`src/rtl/chan_mux_pkg.sv`:
```
// Shared types and default sizing for the channel multiplexer family.
package chan_mux_pkg;

  // Selection mode held in the configuration register.
  typedef enum logic {
    FIXED = 1'b0,
    RR    = 1'b1
  } mode_e;

  localparam int DEF_CHANNELS = 4;
  localparam int DEF_WIDTH    = 4;

endpackage

```
`src/rtl/rr_pick.sv`:
```
// Rotating-priority picker: finds the first set request strictly after the
// last served index, wrapping from CHANNELS-1 back to 0. Purely combinational.
module rr_pick
  import chan_mux_pkg::*;
#(
  parameter int CHANNELS = DEF_CHANNELS,
  parameter int SEL_W    = $clog2(CHANNELS)
) (
  input  logic [CHANNELS-1:0] i_req,
  input  logic [SEL_W-1:0]    i_last,
  output logic [SEL_W-1:0]    o_grant,
  output logic                o_any
);

  logic [SEL_W-1:0] w_idx;
  logic             w_hit;

  // Walk the channels in rotation order starting one past the last grant;
  // the first requesting channel wins, the last position checked is i_last.
  always_comb begin
    o_grant = '0;
    o_any   = 1'b0;
    w_idx   = '0;
    w_hit   = 1'b0;
    for (int k = 1; k <= CHANNELS; k++) begin
      w_idx   = SEL_W'((int'(i_last) + k) % CHANNELS);
      w_hit   = i_req[w_idx] && !o_any;
      o_grant = w_hit ? w_idx : o_grant;
      o_any   = o_any | w_hit;
    end
  end

endmodule

```
`src/rtl/chan_mux_rr.sv`:
```
// N-channel registered stream multiplexer with valid/ready handshake.
// Selects either a software-fixed channel or round-robin among valid
// channels, and forwards one word per transfer into a single output register.
module chan_mux_rr
  import chan_mux_pkg::*;
#(
  parameter int CHANNELS = DEF_CHANNELS,
  parameter int WIDTH    = DEF_WIDTH,
  parameter int SEL_W    = $clog2(CHANNELS)
) (
  input  logic                      clk,
  input  logic                      rst_n,
  input  logic                      cfg_load,
  input  logic                      cfg_mode,
  input  logic [SEL_W-1:0]          cfg_sel,
  input  logic [CHANNELS*WIDTH-1:0] in_data,
  input  logic [CHANNELS-1:0]       in_valid,
  output logic [CHANNELS-1:0]       in_ready,
  output logic [WIDTH-1:0]          out_data,
  output logic [SEL_W-1:0]          out_chan,
  output logic                      out_valid,
  input  logic                      out_ready
);

  mode_e               r_mode;
  logic [SEL_W-1:0]    r_sel;
  logic [SEL_W-1:0]    r_last;
  logic                r_out_valid;
  logic [WIDTH-1:0]    r_out_data;
  logic [SEL_W-1:0]    r_out_chan;

  logic                w_can_load;
  logic                w_grant_ok;
  logic                w_xfer;
  logic                w_cfg_ok;
  logic                w_rr_any;
  logic [SEL_W-1:0]    w_rr_grant;
  logic [SEL_W-1:0]    w_grant;
  logic [WIDTH-1:0]    w_grant_data;
  logic [CHANNELS-1:0] w_in_ready;

  rr_pick #(
    .CHANNELS (CHANNELS),
    .SEL_W    (SEL_W)
  ) u_rr_pick (
    .i_req   (in_valid),
    .i_last  (r_last),
    .o_grant (w_rr_grant),
    .o_any   (w_rr_any)
  );

  // Choose the granted channel for the current mode and decide whether a
  // transfer happens; nothing moves while reset is held.
  always_comb begin
    w_can_load = !r_out_valid || out_ready;
    if (r_mode == RR) begin
      w_grant    = w_rr_grant;
      w_grant_ok = w_rr_any;
    end else begin
      w_grant    = r_sel;
      w_grant_ok = in_valid[r_sel];
    end
    w_xfer   = rst_n && w_can_load && w_grant_ok;
    w_cfg_ok = int'(cfg_sel) < CHANNELS;
  end

  // Decode the grant into a one-hot ready and pick the granted channel's data.
  always_comb begin
    w_in_ready   = '0;
    w_grant_data = '0;
    for (int i = 0; i < CHANNELS; i++) begin
      if (SEL_W'(i) == w_grant) begin
        w_in_ready[i] = w_xfer;
        w_grant_data  = in_data[i*WIDTH +: WIDTH];
      end else begin
        w_in_ready[i] = 1'b0;
      end
    end
  end

  // Configuration register; an out-of-range select discards the whole load.
  always_ff @(posedge clk) begin
    if (!rst_n) begin
      r_mode <= FIXED;
      r_sel  <= '0;
    end else if (cfg_load && w_cfg_ok) begin
      r_mode <= mode_e'(cfg_mode);
      r_sel  <= cfg_sel;
    end else begin
      r_mode <= r_mode;
      r_sel  <= r_sel;
    end
  end

  // Round-robin position; only advanced by RR transfers so a mode switch
  // resumes from where RR left off.
  always_ff @(posedge clk) begin
    if (!rst_n) begin
      r_last <= SEL_W'(CHANNELS - 1);
    end else if (w_xfer && (r_mode == RR)) begin
      r_last <= w_grant;
    end else begin
      r_last <= r_last;
    end
  end

  // Output register: load on transfer (also when draining the same cycle),
  // otherwise clear valid on drain while data and channel hold.
  always_ff @(posedge clk) begin
    if (!rst_n) begin
      r_out_valid <= 1'b0;
      r_out_data  <= '0;
      r_out_chan  <= '0;
    end else if (w_xfer) begin
      r_out_valid <= 1'b1;
      r_out_data  <= w_grant_data;
      r_out_chan  <= w_grant;
    end else if (out_ready) begin
      r_out_valid <= 1'b0;
      r_out_data  <= r_out_data;
      r_out_chan  <= r_out_chan;
    end else begin
      r_out_valid <= r_out_valid;
      r_out_data  <= r_out_data;
      r_out_chan  <= r_out_chan;
    end
  end

  assign in_ready  = w_in_ready;
  assign out_data  = r_out_data;
  assign out_chan  = r_out_chan;
  assign out_valid = r_out_valid;

endmodule
```
`config.mk`:
```
export PLATFORM = sky130hd
export DESIGN_NAME = chan_mux_rr
export DESIGN_NICKNAME = d
export VERILOG_FILES = /design/src/rtl/chan_mux_pkg.sv /design/src/rtl/rr_pick.sv /design/src/rtl/chan_mux_rr.sv
export SDC_FILE = /design/constraint.sdc
export NUM_CORES = 1
export LEC_CHECK = 0
export BUFFER_PORTS_ARGS = -buffer_cell sky130_fd_sc_hd__buf_2
export CORE_MARGIN = 10
export CORE_UTILIZATION = 47
export DETAILED_ROUTE_END_ITERATION = 8
export MAX_ROUTING_LAYER = met4
export PLACE_DENSITY = 0.91
export SLEW_MARGIN = 40
export SYNTH_ARGS = -nofsm -noshare
export SYNTH_HDL_FRONTEND = slang
export SYNTH_HIERARCHICAL = 1
export SYNTH_SLANG_ARGS = --single-unit
```
`constraint.sdc`:
```
create_clock -name clk -period 3.4 [get_ports clk]
set_input_delay 0.17 -clock clk [delete_from_list [all_inputs] [get_ports clk]]
set_output_delay 0.17 -clock clk [all_outputs]
set_load 0.02 [all_outputs]
```
==> results of run 1 <==
==> metal layers <==
layer | share of wire [%] | wire [um]
met5 | 0 | 0
met1 | 37 | 765
met2 | 55 | 1120
met3 | 5.9 | 121
met4 | 1.8 | 36
==> cells by family after synthesis <==
| family | share of synthesized area [%] |
|---|---|
| multiplexers | 30.8 |
| AO/OA/AOI/OAI | 15.0 |
| AND/OR/NAND/NOR | 17.5 |
| buffers and inverters | 4.08 |
| flip-flops | 32.7 |
==> flip-flops by register name (all words and copies together) (netlist names) <==
register,cells
out_chan,2
r_last,2
r_sel,2
out_data,4
r_mode,1
out_valid,1
==> path summary, 6_finish.rpt <==
path	slack [ps]	from	to	cells past startpoint
worst min register to register	470	out_data[1]$_SDFFE_PN0P_	out_data[1]$_SDFFE_PN0P_	2
worst min-delay path	120	cfg_sel[1]	r_sel[1]$_SDFFE_PN0P_	3
worst max register to register	1360	r_last[1]$_SDFFE_PN1P_	out_data[1]$_SDFFE_PN0P_	6
worst max-delay path	1070	r_last[1]$_SDFFE_PN1P_	in_ready[0]	6
==> cells in the final DEF (no fill, tap or decap), types with 2 or more instances in the layout <==
cell,n
nand3_1,2
mux2_2,4
o22ai_1,4
dfxtp_1,12
inv_1,2
nor2_1,5
o211ai_1,2
mux2i_1,13
buf_2,37
a211oi_1,2
a21oi_1,5
clkbuf_4,3
nand2b_1,4
nand2_1,8
nor3b_1,2
==> final cells by class <==
cell class                 count  share of cell area [%]
inverter                       2                   0.779
sequential                    12                    24.9
tap                           16                    2.08
multi-input combinational     61                    49.2
timing repair buffer          37                    19.2
clock buffer                   4                    3.77
==> worst max-delay path: stages, from the launching register on <==
cell,delay (ps)
dfxtp_1,440
a21oi_1,100
a31oi_1,160
a21oi_1,90
mux2i_1,630
and4_1,290
buf_2,170
==> through the flow <==
stage                     hold WS, ps  util, %  setup slack [ps]
after CTS                         129     64.1               890
after detailed placement          417     61.7              1160
final                             124     64.7              1070
after floorplan                   317        -              1390
after global routing              147     64.7               844
after global placement            407     61.7              1330
==> power by group <==
part | internal [mW] | total, mW | switching (mW)
logic | 0.0578 | 0.123 | 0.0649
registers | 0.155 | 0.165 | 0.0106
clock network | 0.0652 | 0.117 | 0.0520
==> results.cfg, run 1 <==
[run_status]
outcome = complete, no violations

[clock_tree]
cts_hold_buf = 0
insertion_delay_ps = 290
clk_path_buf_depth = 2
cts_setup_buffers = 0
root_buffer = clkbuf_4
cts_tree = yes
post_cts_resized = 0
path_clk_slew_ps = 80
cts_buffers = 3
cts_sinks = 12
cts_max_level = 1

[worst_setup_path]
endpoint_kind = output pin
path_max_fanout = 10
critical_path_class = flop to output pin
critical_path_required_ps = 3230
cp-start-kind = flop
worst_ep_arrival_time_ps = 2160

[timing]
drv_slew = 0
rsz0062_at_grt = false
hold_viol_final = 0
fmax_mhz = 428
max_slew_margin_pct = 46.8
clock_skew_ps = 8.94
setup_viol = 0
timing.final.crit_share_pct = 68.7
period_needed_ps = 2330
tns_ps = 0
worst_slew_pin_slew_ps = 776

[place]
placedCellCount = 128
gp_congestion = 0.820
hpwl_mm = 1.65
postPlaceCellArea_sq_um = 918
io_buffers = 37

[yosys]
synth-seq-area-share_pct = 32.7
synth_common_cells = mux2i_1, dfxtp_1, nand2_1
synth_warnings = 6
synth_cell_types = 26
synth_area_per_cell_sq_um = 9.43
ys_ff_latch = 12
synth_largest_area_cell = dfxtp_1
synth_top_area_share_pct = 32.7
synth_fp_nets = 105
synthArstFlopShare_pct = 0
synth_ff_type = dfxtp_1
syn_inst = 78
synth_edf_count = 0
syn_area_sq_um = 736
yosys-top-cells-area = dfxtp_1, mux2i_1, mux2_2
synthMostInstantiatedCell = mux2i_1

[grt]
grt_use_total_pct = 12.4
met3_usage_pct = 2.79
grt-busiest-layer = met2
grt_use_met2_pct = 21.4
antenna_found_initial = 0
use_met1_pct = 13.1
grt_pass1_vias = 751
grt_pass1_wl_mm = 3.33
grt_overflow = 0
grt_max_degree = 15

[power_and_ir_drop]
ir_worst_vdd_v = 0.000221
total_leakage_power_nw = 0.501
p_per_area_nw_per_um2 = 420
finalPower_uw = 405

[cells_and_area]
drive_gt1_share_pct = 44.0
diodes = 0
area_growth_pct = 31.0
regArea_sq_um = 240
multi_input_area_sq_um = 474
final_cell_area_sq_um = 963
nNetsFinal = 144
n_fill_cell = 115
final-instance-count-excl-fill = 132

[floorplan]
die_w_um = 59.6
rows = 14
dieArea_sq_um = 3550
coreArea_sq_um = 1490
ios = 38
die_h_um = 59.6
initial_core_util_pct = 49.4

[routing]
vias = 728
drt_iter0_markers = 19
antenna_left = 0
totalWireLength_mm = 2.04
wl_per_cell_um = 15.5
route.detailed.drc = 0
via_per_inst = 5.52
drt_pass1_iterations = 4

[job]
cap_violations = 0

[hold_path]
hold_class = primary input to flop
Note: power is estimated with default switching activity, not from simulation.
==> run 2, diff against run 1 <==
Settings changed: CORE_UTILIZATION 47 to 39, PLACE_DENSITY 0.91 to 0.81.
Clock period 3.4 ns to 2 ns, I/O delays scaled along.
==> run 2 against run 1 <==
The run now ends with negative setup slack left. Design area increased by 7.5%. Via count increased by 2.7%. Total power up 75%. Worst setup slack got worse by 1100 ps. Clock power is 66% higher. Count of clock-buffer cells in the layout is the same. Clock skew fell by 6.2 ps. Register-to-register slack got worse by 1200 ps. Critical path depth down 1. Sequential cell count stayed put. Sequential share of layout area down 1.5 points. First-iteration DRC count is 11% lower.
==> results.cfg, run 2 (synthesis gave the netlist of run 1 again) <==
[floorplan]
die_w_um = 63.4
coreArea_sq_um = 1760
ios = 38
rows = 15
die_h_um = 63.4
dieArea_sq_um = 4020
initial_core_util_pct = 41.7

[power_and_ir_drop]
finalPower_uw = 708
total_leakage_power_nw = 0.537
p_per_area_nw_per_um2 = 683
ir_worst_vdd_v = 0.000369

[worst_setup_path]
reg2reg_to = out_data[0]$_SDFFE_PN0P_
path_max_fanout = 3
cp-start-kind = flop
r2r_cells = 9
critical_path_required_ps = 1900
endpoint_kind = output pin
regToRegSetupSlack_ps = 190
critical_path_class = flop to output pin
cp-startpoint = r_sel[0]$_SDFFE_PN0P_
worstReg2RegStart = r_last[1]$_SDFFE_PN1P_
worst_ep_arrival_time_ps = 1910

[clock_tree]
cts_tree = yes
path_clk_slew_ps = 80
insertion_delay_ps = 270
cts_sinks = 12
root_buffer = clkbuf_4
cts_buffers = 3
cts_hold_buf = 0
cts_max_level = 1
clk_path_buf_depth = 2

[place]
io_buffers = 37
gp_congestion = 0.749
hpwl_mm = 1.69

[routing]
wl_met2_mm = 1.16
drt_iter0_markers = 17
route.detailed.drc = 0
highest_layer = met4
dr_wl_met3_um = 118
totalWireLength_mm = 2.17
wl_per_cell_um = 14.7
via_per_inst = 5.05
wl_met1_um = 862
antenna_left = 0
drt_pass1_iterations = 4
vias = 748

[timing]
hold_viol_final = 0
drv_slew = 0
fmax_mhz = 498
setup_ws_ps = -9.34
tns_ps = -9.34
setup_viol = 1
worst_slew_pin_slew_ps = 267
max_slew_margin_pct = 82.2
clock_skew_ps = 2.75
timing.final.crit_share_pct = 100
period_needed_ps = 2010
rsz0062_at_grt = true

[grt]
antenna_found_initial = 0
grt_max_degree = 15
grt_overflow = 0
grt_pass1_vias = 806
grt_pass1_wl_mm = 3.55
grt_use_total_pct = 11.0

[run_status]
violations = negative setup slack
outcome = finished, violations left

[cells_and_area]
regArea_sq_um = 243
layout_common_cells = buf_2, mux2i_1, dfxtp_1, nand2_1, buf_4
nNetsFinal = 151
diodes = 0
largest_register_ff_count = 4
area_growth_pct = 40.8
drive_gt1_share_pct = 49.6
n_fill_cell = 159
final_common_cell = buf_2
utilization_pct = 58.7
multi_input_area_sq_um = 470

[hold_path]
min_from = cfg_mode
hold-path-endpoint = r_mode$_SDFFE_PN0P_
min_path_cells = 3
hold_class = primary input to flop

[job]
cap_violations = 0
run 2: changes by cell type in the layout (fill, tap and decap cells not counted), sizes merged:
cell,previous run,this run
buf,37,44
run 2: routing by layer:
metal | global-route usage, % | vias up
met3 | 3.53 | 4
met1 | 10.5 | 340
met5 | - | -
met4 | 4.10 | 0
met2 | 20.1 | 24
li1 | - | 380
run 2: how the worst max path moves through the flow:
stage,to,slack (ps),cells past startpoint
6_report,in_ready[0],-9,5
5_1_grt,in_ready[0],-90,5
4_1_cts,in_ready[0],-20,5
3_5_place_dp,in_ready[0],180,5
3_3_place_gp,in_ready[0],210,5
2_1_floorplan,in_ready[2],60,6
run 2: worst max-delay path, stage by stage, from the launching register on:
cell	delay (ps)
dfxtp_2	350
mux4_2	500
mux2_4	310
and2_4	170
and4_1	180
buf_6	130
run 2: final cells by class:
type | count | area share, %
Timing Repair Buffer | 44 | 23.9
Inverter | 2 | 0.725
Tap cell | 25 | 3.02
Multi-Input combinational cell | 61 | 45.4
Clock buffer | 4 | 3.50
Sequential cell | 12 | 23.4
run 2: what timing repair did:
item                       in CTS  in global routing
setup endpoints to repair       4                  4
buffers inserted                2                  3
resized for setup               4                  2
pin swaps                       0                  1
run 2: per-stage QoR:
stage                     setup WS, ps  hold slack, ps  cell area (sq um)  std cells
after CTS                        -18.8            66.4               1010        145
after floorplan                   64.5             247                736         78
after detailed placement           177             350                945        139
after global placement             206             337                945        139
final                            -9.34            61.4               1040        148
after global routing             -86.0            64.3               1040        148
run 2: report_power, final:
| part | leakage (nW) | switching, mW | total [mW] | internal (mW) |
|---|---|---|---|---|
| clock | 0.0210 | 0.0834 | 0.194 | 0.111 |
| combinational | 0.417 | 0.116 | 0.233 | 0.117 |
| sequential | 0.0991 | 0.0172 | 0.281 | 0.263 |
==> run 3, diff against run 2 <==
Settings changed: MAX_ROUTING_LAYER met4 to default.
==> run 3 against run 2 <==
The flow still finishes with violations (negative setup slack). Largest power group unchanged. Design area unchanged. Clock skew about the same. Total power increased by 0.37%. Sequential power about the same. Critical path type unchanged. Clock power about the same.
==> results.cfg, run 3 (synthesis gave the netlist of run 1 again) <==
[timing]
drv_slew = 0
max_slew_margin_pct = 82.1
hold_viol_final = 0
fmax_mhz = 497
tns_ps = -13.9
period_needed_ps = 2010
clock_skew_ps = 2.29
setup_ws_ps = -13.9
rsz0062_at_grt = true
whs_ps = 58.3
setup_viol = 1
timing.final.crit_share_pct = 101
worst_slew_pin_slew_ps = 269

[routing]
drt_pass1_iterations = 4
wl_per_cell_um = 14.8
totalWireLength_mm = 2.18
route.detailed.drc = 0
drt_iter0_markers = 11
via_per_inst = 5.14
vias = 760
antenna_left = 0

[power_and_ir_drop]
finalPower_uw = 710
p_per_area_nw_per_um2 = 685
total_leakage_power_nw = 0.537
ir_worst_vdd_v = 0.000369

[worst_setup_path]
worstReg2RegStart = r_last[1]$_SDFFE_PN1P_
cp-start-kind = flop
cp-startpoint = r_sel[0]$_SDFFE_PN0P_
path_cells = mux4_2 > mux2_4 > and2_4 > and4_1 > buf_6
cp_slowest_cell = mux4_2
slowest_delay_ps = 500
r2r_cells = 9
worst_ep_arrival_time_ps = 1910
critical_path_class = flop to output pin
critical_path_required_ps = 1900
path_max_fanout = 3
endpoint_kind = output pin

[run_status]
violations = negative setup slack
outcome = finished, violations left

[cells_and_area]
utilization_pct = 58.7
final_common_cell = buf_2
nNetsFinal = 151
layout_common_cells = buf_2, mux2i_1, dfxtp_1, nand2_1, buf_4
final_cell_area_sq_um = 1040
area_growth_pct = 40.8
drive_gt1_share_pct = 49.6
diodes = 0
largest_register_ff_count = 4
n_fill_cell = 159

[hold_path]
min_from = cfg_mode
hold_class = primary input to flop
min_path_cells = 3

[clock_tree]
cts_sinks = 12
cts_hold_buf = 0
cts_tree = yes
cts_max_level = 1
cts_buffers = 3
clk_path_buf_depth = 2
path_clk_slew_ps = 80
root_buffer = clkbuf_4
insertion_delay_ps = 280

[floorplan]
dieArea_sq_um = 4020
die_w_um = 63.4
ios = 38
initial_core_util_pct = 41.7
coreArea_sq_um = 1760
die_h_um = 63.4
rows = 15

[place]
io_buffers = 37
gp_congestion = 0.740
postPlaceCellArea_sq_um = 945
hpwl_mm = 1.69

[grt]
grt_pass1_wl_mm = 3.57
antenna_found_initial = 0
grt_pass1_vias = 806
grt_max_degree = 15
grt_use_total_pct = 10.8
grt_overflow = 0

[job]
cap_violations = 0
[run 3: cell counts in the layout (fill, tap and decap cells not counted)]
No cell type changed its count.
[run 3: cell type report]
class                      instances  area, sq um  area share, %
inverter                           2         7.51          0.725
tap                               25         31.3           3.02
multi-input combinational         61          470           45.4
sequential                        12          243           23.4
clock buffer                       4         36.3           3.50
timing repair buffer              44          248           23.9
[run 3: worst max-delay path: cells and delay by family (launching register included)]
family	cells	cell delay [ps]
buffers and inverters	1	130
DFF	1	350
muxes	2	810
and+or+nand+nor	2	350
[run 3: report_power, final]
group,switching [mW],internal [mW],leakage (nW),total (mW)
sequential,0.0173,0.263,0.0991,0.281
clock,0.0853,0.111,0.0210,0.196
combinational,0.117,0.117,0.417,0.233
[run 3: repair_timing]
action | 4_1_cts | 5_1_grt
setup buffers | 2 | 3
pin swaps | 0 | 1
gates resized for setup | 4 | 2
endpoints found under the setup margin | 4 | 4
[run 3: final timing paths]
| path | endpoint | slack [ps] |
|---|---|---|
| setup / recovery | in_ready[0] | -10 |
| hold / removal | r_mode$_SDFFE_PN0P_ | 60 |
| setup reg to reg | out_data[0]$_SDFFE_PN0P_ | 190 |
| hold reg to reg | out_data[3]$_SDFFE_PN0P_ | 470 |
[run 3: per-layer routing]
layer	wire length, um	vias to the layer above	global-route usage, %
li1	-	379	-
met1	830	350	9.77
met2	1140	25	20.0
met3	180	6	5.48
met4	36	0	4.10
met5	0	-	0
[run 3: metrics by stage]
step / worst slack [ps] / instances
2_1_floorplan: 64.5 / 78
3_3_place_gp: 206 / 139
3_5_place_dp: 177 / 139
4_1_cts: -18.8 / 145
5_1_grt: -81.1 / 148
6_report: -13.9 / 148
